<file path="config.mk">
export PLATFORM = sky130hd
export DESIGN_NAME = alu_seq_ysyx_flat
export DESIGN_NICKNAME = d
export VERILOG_FILES = /design/src/rtl/alu_seq_ysyx_pkg.sv /design/src/rtl/alu_seq_ysyx_if.sv /design/src/rtl/alu_seq_ysyx.sv /design/src/flat_wrapper.sv
export SDC_FILE = /design/constraint.sdc
export NUM_CORES = 1
export LEC_CHECK = 0
export ABC_AREA = 1
export BUFFER_PORTS_ARGS = -buffer_cell sky130_fd_sc_hd__buf_2
export CORE_MARGIN = 4
export CORE_UTILIZATION = 53
export DETAILED_ROUTE_END_ITERATION = 8
export PLACE_DENSITY = 0.81
export SLEW_MARGIN = 20
export SYNTH_ARGS = -nofsm -noshare
export SYNTH_HDL_FRONTEND = slang
export SYNTH_SLANG_ARGS = --single-unit
</file>
<file path="constraint.sdc">
create_clock -name clk -period 8.65 [get_ports clk]
set_input_delay 1.73 -clock clk [delete_from_list [all_inputs] [get_ports clk]]
set_output_delay 1.73 -clock clk [all_outputs]
set_load 0.05 [all_outputs]
</file>
<file path="src/rtl/alu_seq_ysyx_pkg.sv">
// alu_seq_ysyx_pkg: ALU control codes, operand-select codes, M-op codes and sequencer states
package alu_seq_ysyx_pkg;
  localparam int XLEN  = 32;
  localparam int NITER = 32;
  typedef enum logic [3:0] {
    ALU_ADD  = 4'b0000,
    ALU_SLL  = 4'b0001,
    ALU_SLT  = 4'b0010,
    ALU_LUI  = 4'b0011,
    ALU_XOR  = 4'b0100,
    ALU_SRL  = 4'b0101,
    ALU_OR   = 4'b0110,
    ALU_AND  = 4'b0111,
    ALU_SUB  = 4'b1000,
    ALU_SLTU = 4'b1010,
    ALU_SRA  = 4'b1101
  } alu_ctr_e;
  localparam logic [1:0] BSRC_RS2  = 2'b00;
  localparam logic [1:0] BSRC_IMM  = 2'b01;
  localparam logic [1:0] BSRC_FOUR = 2'b10;
  localparam logic [4:0] OP_MUL  = 5'h10;
  localparam logic [4:0] OP_DIVU = 5'h11;
  localparam logic [4:0] OP_REMU = 5'h12;
  typedef enum logic [2:0] {S_IDLE, S_EXEC, S_MUL, S_DIV, S_DONE} state_e;
endpackage

</file>
<file path="src/rtl/alu_seq_ysyx_if.sv">
// alu_seq_ysyx_if: request and result valid/ready channels between decode, sequencer and WBU
interface alu_seq_ysyx_if;
  logic        in_valid;
  logic        in_ready;
  logic [4:0]  in_op;
  logic [31:0] in_pc;
  logic [31:0] in_rs1;
  logic [31:0] in_rs2;
  logic [31:0] in_imm;
  logic        in_asrc;
  logic [1:0]  in_bsrc;
  logic        out_valid;
  logic        out_ready;
  logic [31:0] out_result;
  logic        out_less;
  logic        out_zero;
  modport master (
    output in_valid, in_op, in_pc, in_rs1, in_rs2, in_imm, in_asrc, in_bsrc, out_ready,
    input  in_ready, out_valid, out_result, out_less, out_zero
  );
  modport slave (
    input  in_valid, in_op, in_pc, in_rs1, in_rs2, in_imm, in_asrc, in_bsrc, out_ready,
    output in_ready, out_valid, out_result, out_less, out_zero
  );
endinterface

</file>
<file path="src/rtl/alu_seq_ysyx.sv">
// alu_seq_ysyx: execute-stage sequencer; single-pass ALU ops, iterative MUL/DIVU/REMU on the shared ALU
module alu_seq_ysyx
  import alu_seq_ysyx_pkg::*;
(
  input  logic         clk,
  input  logic         rst,
  alu_seq_ysyx_if.slave bus,
  output logic [31:0]  alu_pc_o,
  output logic [31:0]  alu_rs1_o,
  output logic [31:0]  alu_rs2_o,
  output logic [31:0]  alu_imm_o,
  output logic [3:0]   alu_ctr_o,
  output logic         alu_asrc_o,
  output logic [1:0]   alu_bsrc_o,
  input  logic [31:0]  alu_result_i,
  input  logic         alu_less_i,
  input  logic         alu_zero_i
);
  state_e      state_q;
  logic [4:0]  op_q, cnt_q;
  logic [31:0] pc_q, rs1_q, rs2_q, imm_q, acc_q;
  logic        asrc_q;
  logic [1:0]  bsrc_q;
  logic        out_valid_q, out_less_q, out_zero_q;
  logic [31:0] out_result_q;
  logic [31:0] sh, rem_d, quo_d, short_res;
  logic        take, last, st_exec, st_mul, st_div;
  assign st_exec = state_q == S_EXEC;
  assign st_mul  = state_q == S_MUL;
  assign st_div  = state_q == S_DIV;
  assign last    = cnt_q == 5'(NITER - 1);
  // DIV keeps the remainder in acc_q and shifts the quotient through rs1_q
  assign sh    = {acc_q[30:0], rs1_q[31]};
  assign take  = acc_q[31] | ~alu_less_i;
  assign rem_d = take ? alu_result_i : sh;
  assign quo_d = {rs1_q[30:0], take};
  assign short_res = bus.in_op == OP_DIVU ? 32'hFFFF_FFFF : bus.in_op == OP_REMU ? bus.in_rs1 : 32'd0;
  assign bus.in_ready   = state_q == S_IDLE;
  assign bus.out_valid  = out_valid_q;
  assign bus.out_result = out_result_q;
  assign bus.out_less   = out_less_q;
  assign bus.out_zero   = out_zero_q;
  always_comb begin
    alu_pc_o   = st_exec ? pc_q : 32'd0;
    alu_imm_o  = st_exec ? imm_q : 32'd0;
    alu_asrc_o = st_exec ? asrc_q : 1'b0;
    alu_bsrc_o = st_exec ? bsrc_q : BSRC_RS2;
    alu_ctr_o  = st_exec ? op_q[3:0] : st_div ? ALU_SLTU : ALU_ADD;
    alu_rs1_o  = st_exec ? rs1_q : st_mul ? acc_q : st_div ? sh : 32'd0;
    alu_rs2_o  = st_exec ? rs2_q : st_mul ? (rs2_q[0] ? rs1_q : 32'd0) : st_div ? rs2_q : 32'd0;
  end
  always_ff @(posedge clk or posedge rst) begin
    if (rst) begin
      state_q      <= S_IDLE;
      op_q         <= '0;
      cnt_q        <= '0;
      pc_q         <= '0;
      rs1_q        <= '0;
      rs2_q        <= '0;
      imm_q        <= '0;
      acc_q        <= '0;
      asrc_q       <= 1'b0;
      bsrc_q       <= '0;
      out_valid_q  <= 1'b0;
      out_result_q <= '0;
      out_less_q   <= 1'b0;
      out_zero_q   <= 1'b0;
    end else begin
      case (state_q)
        S_IDLE: if (bus.in_valid) begin
          op_q   <= bus.in_op;
          pc_q   <= bus.in_pc;
          rs1_q  <= bus.in_rs1;
          rs2_q  <= bus.in_rs2;
          imm_q  <= bus.in_imm;
          asrc_q <= bus.in_asrc;
          bsrc_q <= bus.in_bsrc;
          acc_q  <= '0;
          cnt_q  <= '0;
          if (!bus.in_op[4]) state_q <= S_EXEC;
          else if (bus.in_op == OP_MUL) state_q <= S_MUL;
          else if ((bus.in_op == OP_DIVU || bus.in_op == OP_REMU) && bus.in_rs2 != 32'd0) state_q <= S_DIV;
          else begin
            state_q      <= S_DONE;
            out_valid_q  <= 1'b1;
            out_result_q <= short_res;
            out_less_q   <= 1'b0;
            out_zero_q   <= short_res == 32'd0;
          end
        end
        S_EXEC: begin
          state_q      <= S_DONE;
          out_valid_q  <= 1'b1;
          out_result_q <= alu_result_i;
          out_less_q   <= alu_less_i;
          out_zero_q   <= alu_zero_i;
        end
        S_MUL: begin
          acc_q <= alu_result_i;
          rs1_q <= rs1_q << 1;
          rs2_q <= rs2_q >> 1;
          cnt_q <= cnt_q + 5'd1;
          if (last) begin
            state_q      <= S_DONE;
            out_valid_q  <= 1'b1;
            out_result_q <= alu_result_i;
            out_less_q   <= 1'b0;
            out_zero_q   <= alu_result_i == 32'd0;
          end
        end
        S_DIV: begin
          acc_q <= rem_d;
          rs1_q <= quo_d;
          cnt_q <= cnt_q + 5'd1;
          if (last) begin
            state_q      <= S_DONE;
            out_valid_q  <= 1'b1;
            out_result_q <= op_q == OP_DIVU ? quo_d : rem_d;
            out_less_q   <= 1'b0;
            out_zero_q   <= (op_q == OP_DIVU ? quo_d : rem_d) == 32'd0;
          end
        end
        S_DONE: if (bus.out_ready) begin
          state_q     <= S_IDLE;
          out_valid_q <= 1'b0;
        end
        default: state_q <= S_IDLE;
      endcase
    end
  end
endmodule
</file>
<file path="src/flat_wrapper.sv">
// flat-port wrapper written by rule: the top's interface ports become plain ports
module alu_seq_ysyx_flat import alu_seq_ysyx_pkg::*;
  (clk, rst, alu_pc_o, alu_rs1_o, alu_rs2_o, alu_imm_o, alu_ctr_o, alu_asrc_o, alu_bsrc_o, alu_result_i, alu_less_i, alu_zero_i, bus_in_valid, bus_in_op, bus_in_pc, bus_in_rs1, bus_in_rs2, bus_in_imm, bus_in_asrc, bus_in_bsrc, bus_out_ready, bus_in_ready, bus_out_valid, bus_out_result, bus_out_less, bus_out_zero);
  alu_seq_ysyx_if bus_i ();
  input  logic clk;
  input  logic rst;
  output logic [31:0] alu_pc_o;
  output logic [31:0] alu_rs1_o;
  output logic [31:0] alu_rs2_o;
  output logic [31:0] alu_imm_o;
  output logic [3:0] alu_ctr_o;
  output logic alu_asrc_o;
  output logic [1:0] alu_bsrc_o;
  input  logic [31:0] alu_result_i;
  input  logic alu_less_i;
  input  logic alu_zero_i;
  input wire logic [$bits(bus_i.in_valid)-1:0] bus_in_valid;
  input wire logic [$bits(bus_i.in_op)-1:0] bus_in_op;
  input wire logic [$bits(bus_i.in_pc)-1:0] bus_in_pc;
  input wire logic [$bits(bus_i.in_rs1)-1:0] bus_in_rs1;
  input wire logic [$bits(bus_i.in_rs2)-1:0] bus_in_rs2;
  input wire logic [$bits(bus_i.in_imm)-1:0] bus_in_imm;
  input wire logic [$bits(bus_i.in_asrc)-1:0] bus_in_asrc;
  input wire logic [$bits(bus_i.in_bsrc)-1:0] bus_in_bsrc;
  input wire logic [$bits(bus_i.out_ready)-1:0] bus_out_ready;
  output wire logic [$bits(bus_i.in_ready)-1:0] bus_in_ready;
  output wire logic [$bits(bus_i.out_valid)-1:0] bus_out_valid;
  output wire logic [$bits(bus_i.out_result)-1:0] bus_out_result;
  output wire logic [$bits(bus_i.out_less)-1:0] bus_out_less;
  output wire logic [$bits(bus_i.out_zero)-1:0] bus_out_zero;
  assign bus_i.in_valid = bus_in_valid;
  assign bus_i.in_op = bus_in_op;
  assign bus_i.in_pc = bus_in_pc;
  assign bus_i.in_rs1 = bus_in_rs1;
  assign bus_i.in_rs2 = bus_in_rs2;
  assign bus_i.in_imm = bus_in_imm;
  assign bus_i.in_asrc = bus_in_asrc;
  assign bus_i.in_bsrc = bus_in_bsrc;
  assign bus_i.out_ready = bus_out_ready;
  assign bus_in_ready = bus_i.in_ready;
  assign bus_out_valid = bus_i.out_valid;
  assign bus_out_result = bus_i.out_result;
  assign bus_out_less = bus_i.out_less;
  assign bus_out_zero = bus_i.out_zero;
  alu_seq_ysyx u_core (.clk(clk), .rst(rst), .bus(bus_i), .alu_pc_o(alu_pc_o), .alu_rs1_o(alu_rs1_o), .alu_rs2_o(alu_rs2_o), .alu_imm_o(alu_imm_o), .alu_ctr_o(alu_ctr_o), .alu_asrc_o(alu_asrc_o), .alu_bsrc_o(alu_bsrc_o), .alu_result_i(alu_result_i), .alu_less_i(alu_less_i), .alu_zero_i(alu_zero_i));
endmodule
</file>
* Word level (Yosys, flattened, before mapping)
Index checks and enable logic that the tools add are counted.
** Word-level totals
- Register bits after elaboration :: 211
- Input port bits :: 174
- Output and inout bits :: 171
- Logic and storage cells :: 115
** Operators by class
- Add/subtract/negate cells :: 1
- Eq/ne operators :: 17
- Muxes and demuxes :: 59
- Bitwise operators :: 2
- Reductions and logical operators :: 22
** Operator list (number)
- two-way mux 32 bit :: 22
- case mux 32 bit (3 select lines) :: 2
- case mux 32 bit (4 select lines) :: 1
- zero test 32 bit :: 3
- case mux 32 bit (2 select lines) :: 1
- nonzero test 32 bit :: 1
- == test 5 bit (second input constant) :: 5
- two-way mux 1 bit :: 18
- two-way mux 3 bit :: 6
- AND reduction 7 bit :: 2
- case mux 3 bit (4 select lines) :: 1
- inequality test 2 bit (second input constant) :: 5
- case mux 5 bit (2 select lines) :: 1
- two-way mux 4 bit :: 2
- case mux 1 bit (4 select lines) :: 2
- AND reduction 2 bit :: 4
- nonzero test 4 bit :: 2
- == test 3 x 2 -> 1 bit (second input constant) :: 2
- inequality test 2 x 1 -> 1 bit (second input constant) :: 3
- AND reduction 6 bit :: 1
- nonzero test 3 bit :: 2
- adder 5 x 1 -> 5 bit (second input constant) :: 1
- two-way mux 5 bit :: 1
- nonzero test 2 bit :: 2
- 11 further kinds :: 11

* Depth between registers and ports, before layout
- Depth in word-level cells :: 9
- Gate-level depth with buffers :: 16

* Worst setup path after synthesis
Ideal clock, no wire load.
- Path kind :: reg2out
- Start :: reg u_core.state_q[2]
- End :: out alu_rs2_o[31]
- Arrival :: 2.163 ns
- Data required time :: 6.920 ns
- Path slack :: 4.757 ns
- Stages on the path, launching flop included :: 5
- Path buffers :: 1
- Cells stage by stage :: dfrtp_1 nor2_4 inv_2 clkbuf_1 o32ai_1
** On the way
- Word-level cells in the longest chain between the ends :: 4
** Ends and longest elaborated chain
- start: declaration :: RTL line alu_seq_ysyx.sv:19 : state_e state_q;
- start signal: assignment :: RTL line alu_seq_ysyx.sv:54 : state_q <= S_IDLE;
- start signal: assignment :: RTL line alu_seq_ysyx.sv:80 : if (!bus.in_op[4]) state_q <= S_EXEC;
- start signal: assignment :: RTL line alu_seq_ysyx.sv:81 : else if (bus.in_op == OP_MUL) state_q <= S_MUL;
- == test 3 x 2 -> 1 bit :: RTL line alu_seq_ysyx.sv:30 : assign st_div = state_q == S_DIV;
- two-way mux 32 bit (2 in a row) :: RTL line alu_seq_ysyx.sv:50 : alu_rs2_o = st_exec ? rs2_q : st_mul ? (rs2_q[0] ? rs1_q : 32'd0) : st_div ? rs2_q : 32'd0;
- two-way mux 32 bit * :: RTL line alu_seq_ysyx.sv:50
- end: declaration :: RTL line flat_wrapper.sv:9 : output logic [31:0] alu_rs2_o;
Mark *: on every way between the ends. The rest lies on a longest branch, timed or not.

* Worst setup path after layout
- Start :: reg u_core.state_q[1]
- End :: out alu_rs1_o[22]
** On the way
- Word-level cells in the longest chain between the ends :: 4
** Ends and longest elaborated chain
- == test 3 x 2 -> 1 bit :: RTL line alu_seq_ysyx.sv:30
- two-way mux 32 bit (2 in a row) :: RTL line alu_seq_ysyx.sv:49 : alu_rs1_o = st_exec ? rs1_q : st_mul ? acc_q : st_div ? sh : 32'd0;
- two-way mux 32 bit * :: RTL line alu_seq_ysyx.sv:49
- end: declaration :: RTL line flat_wrapper.sv:8 : output logic [31:0] alu_rs1_o;
Marked as above.

==> impl_metrics.json <==
{
  "portBuffers": 344,
  "hold_class": "register to register",
  "dieHeight_um": 158,
  "initial_core_util_pct": 54.4,
  "crit_type": "register to primary output",
  "synthMuxAreaShare_pct": 0,
  "finalCriticalPeriod_ns": 5.59,
  "io_pins": 345,
  "drt_iter0_drc": 1374,
  "gp_congestion": 1.01,
  "area_delta_synth_final_pct": 20.5,
  "status": "finished clean",
  "finClkSkew_ns": 0.0116,
  "r2r_cells": 7,
  "ctsResizeCount": 0,
  "drtAntennaViolNets": 0,
  "p_leak_nw": 7.62,
  "synthCells": 1648,
  "wl_um": 45000,
  "finalMaxSlewViolations": 0,
  "utilization_pct": 65.6,
  "synthFlopType": "dfrtp_1",
  "grt_max_degree": 147,
  "drc": 0,
  "clkTransAtPathRegs_ns": 0.06,
  "cts_made_buffers": 23,
  "timing.final.hold_violations": 0,
  "synth-xor-area-share_pct": 0.0731,
  "path_max_fanout": 53,
  "cp-end-kind": "primary output",
  "wl_per_cell_um": 20.3,
  "r2r_slack_ns": 4.94,
  "synth_warnings": 0,
  "die_area_um2": 25100,
  "core_um2": 22000,
  "grtUsageTotal_pct": 34.8,
  "synthDistinctLibCells": 34,
  "grt_pass1_vias": 12593,
  "fill_cells": 1949,
  "yosys.area_share.simple_pct": 26.2,
  "crit_required_ns": 6.92,
  "clock_latency_ns": 0.54,
  "p_per_area_nw_per_um2": 361,
  "ys_seq_area_share_pct": 44.0,
  "synth_edf_count": 0,
  "hold_buffers": 0,
  "max-vdd-ir-drop_v": 0.000220,
  "final_nets": 2091,
  "crit_end": "alu_rs1_o[22]",
  "critPathLaunchType": "register",
  "root_buffer": "clkbuf_16",
  "ys_ff_latch": 211,
  "synth_top_family_by_area": "simple AND/OR/NAND/NOR gates",
  "synth_area_um2": 12000,
  "setup_tns_ns": 0,
  "fmax_mhz": 179,
  "layout-drive-gt1-share_pct": 21.7,
  "post_cts_buffers": 0,
  "arrival_ns": 3.86,
  "dr.pass1.iters": 7,
  "cts_tree": "done",
  "slew_headroom_pct": 18.0,
  "rr_endpoint": "u_core.bus.out_result[21]",
  "dp_hpwl_um": 32600,
  "viasPerCell": 5.91,
  "syn_area_per_cell_um2": 7.27,
  "crit_path_start": "u_core.state_q[1]",
  "die_width_um": 158,
  "grt_antenna_before_repair": 11,
  "std_cell_rows": 54,
  "drv_cap": 0,
  "worstMarginPinSlew_ns": 1.23,
  "setup_viol": 0,
  "synth_compound_area_share_pct": 18.5,
  "grt_pass1_wl_um": 68300,
  "grt-ovfl-total": 0,
  "yosys.area_share.adder_pct": 0.209,
  "vias": 13110,
  "grt_setup_unrepaired": "false",
  "reg2reg_from": "u_core.state_q[2]",
  "period_share_pct": 64.6,
  "ys_async_sr_fraction_pct": 100,
  "synth.net_count": 1824,
  "clock_path_buffers": 3,
  "h-tree-depth": 1,
  "clock-sinks": 211
}
-- routing by layer --
layer	up-vias	wire length [um]	global-route usage (%)
met4	4	3060	18.2
met2	886	20600	56.6
li1	5985	-	-
met3	176	4790	7.07
met1	6059	16600	44.2
met5	-	27	0
-- metrics by stage --
| stage | power, mW | hold WS [ns] | worst slack, ns | std cells | instance area [um2] |
|---|---|---|---|---|---|
| after floorplan | 3.43 | 0.442 | 1.15 | 1648 | 12000 |
| after global placement | 4.05 | 0.453 | 3.88 | 2170 | 13600 |
| after detailed placement | 4.09 | 0.457 | 3.74 | 2170 | 13600 |
| after CTS | 5.17 | 0.472 | 3.15 | 2211 | 14400 |
| after global routing | 5.50 | 0.483 | 2.90 | 2220 | 14500 |
| final | 5.22 | 0.469 | 3.06 | 2220 | 14500 |
-- cells in the mapped netlist (7+ instances only) --
library cell / instances / area, um2
nand2_1: 486 / 1820
dfrtp_1: 211 / 5280
inv_1: 187 / 702
nor2_1: 135 / 507
nand3_1: 123 / 616
o21ai_0: 117 / 586
o221ai_1: 75 / 657
a21oi_1: 54 / 270
clkbuf_1: 51 / 191
buf_2: 43 / 215
o22ai_1: 32 / 200
a22oi_1: 22 / 165
o21ai_1: 19 / 95.1
inv_2: 14 / 52.6
o211ai_1: 13 / 97.6
o311ai_1: 9 / 78.8
nand4_1: 8 / 50.1
buf_6: 7 / 78.8
-- critical path: stages, from the launching register on --
cell and delay [ns]:
dfrtp_1 0.44, inv_2 0.08, nor2_4 0.07, buf_4 0.46
inv_2 0.34, nor2_4 0.14, buf_4 0.46, inv_2 0.56
o221ai_1 0.39, buf_2 0.33
-- kinds of logic (layout without fill, tap and decap cells) --
family          after synthesis  count (layout)
compound gates              349             349
other cells                   0               9
xor+xnor                      1               1
simple gates                771             771
buf+inv                     314             597
fa+ha+maj                     2               2
flops                       211             211
-- power breakdown --
group	leakage (nW)	switching [mW]	total (mW)	internal, mW
sequential	2.69	0.254	1.66	1.41
clock	0.397	0.434	1.08	0.645
combinational	4.53	1.89	2.48	0.589
-- how the worst min path moves through the flow --
stage	depth (start not counted)	from	endpoint	slack [ns]
3_5_place_dp	2	u_core.bus.out_result[24]	u_core.bus.out_result[24]	0.46
3_3_place_gp	2	u_core.acc_q[26]	u_core.acc_q[26]	0.45
2_1_floorplan	2	u_core.acc_q[11]	u_core.acc_q[11]	0.44
6_report	2	u_core.bus.out_result[4]	u_core.bus.out_result[4]	0.47
5_1_grt	2	u_core.bus.out_result[4]	u_core.bus.out_result[4]	0.48
4_1_cts	2	u_core.bus.out_result[24]	u_core.bus.out_result[24]	0.47
-- registers in the layout, summed over array words and instances, names as in the netlist, 2 cells and up --
name and flops:
u_core.bsrc_q 2, u_core.op_q 5, u_core.acc_q 32, u_core.imm_q 32
u_core.rs1_q 32, u_core.rs2_q 32, u_core.state_q 3, u_core.pc_q 32
u_core.cnt_q 5, u_core.bus.out_result 32
-- placed cells by master (no fill, tap or decap), types with 8 or more instances in the layout --
master,n
nand2_1,484
buf_2,344
dfrtp_1,211
inv_1,186
nor2_1,135
nand3_1,123
o21ai_0,117
o221ai_1,75
a21oi_1,54
o22ai_1,32
clkbuf_16,23
a22oi_1,22
o21ai_1,19
inv_2,14
o211ai_1,13
buf_4,10
diode_2,9
o311ai_1,9
nand4_1,8
-- cell type report --
type,instances,area [um2],area share (%)
antenna,9,22.5,0.156
inverter,202,773,5.35
multi-input combinational,1123,5420,37.5
tap,280,350,2.42
timing repair buffer,354,1800,12.4
clock inverter,14,220,1.52
sequential,211,5280,36.5
clock buffer,27,591,4.09
Note: power is estimated with default switching activity, not from simulation.
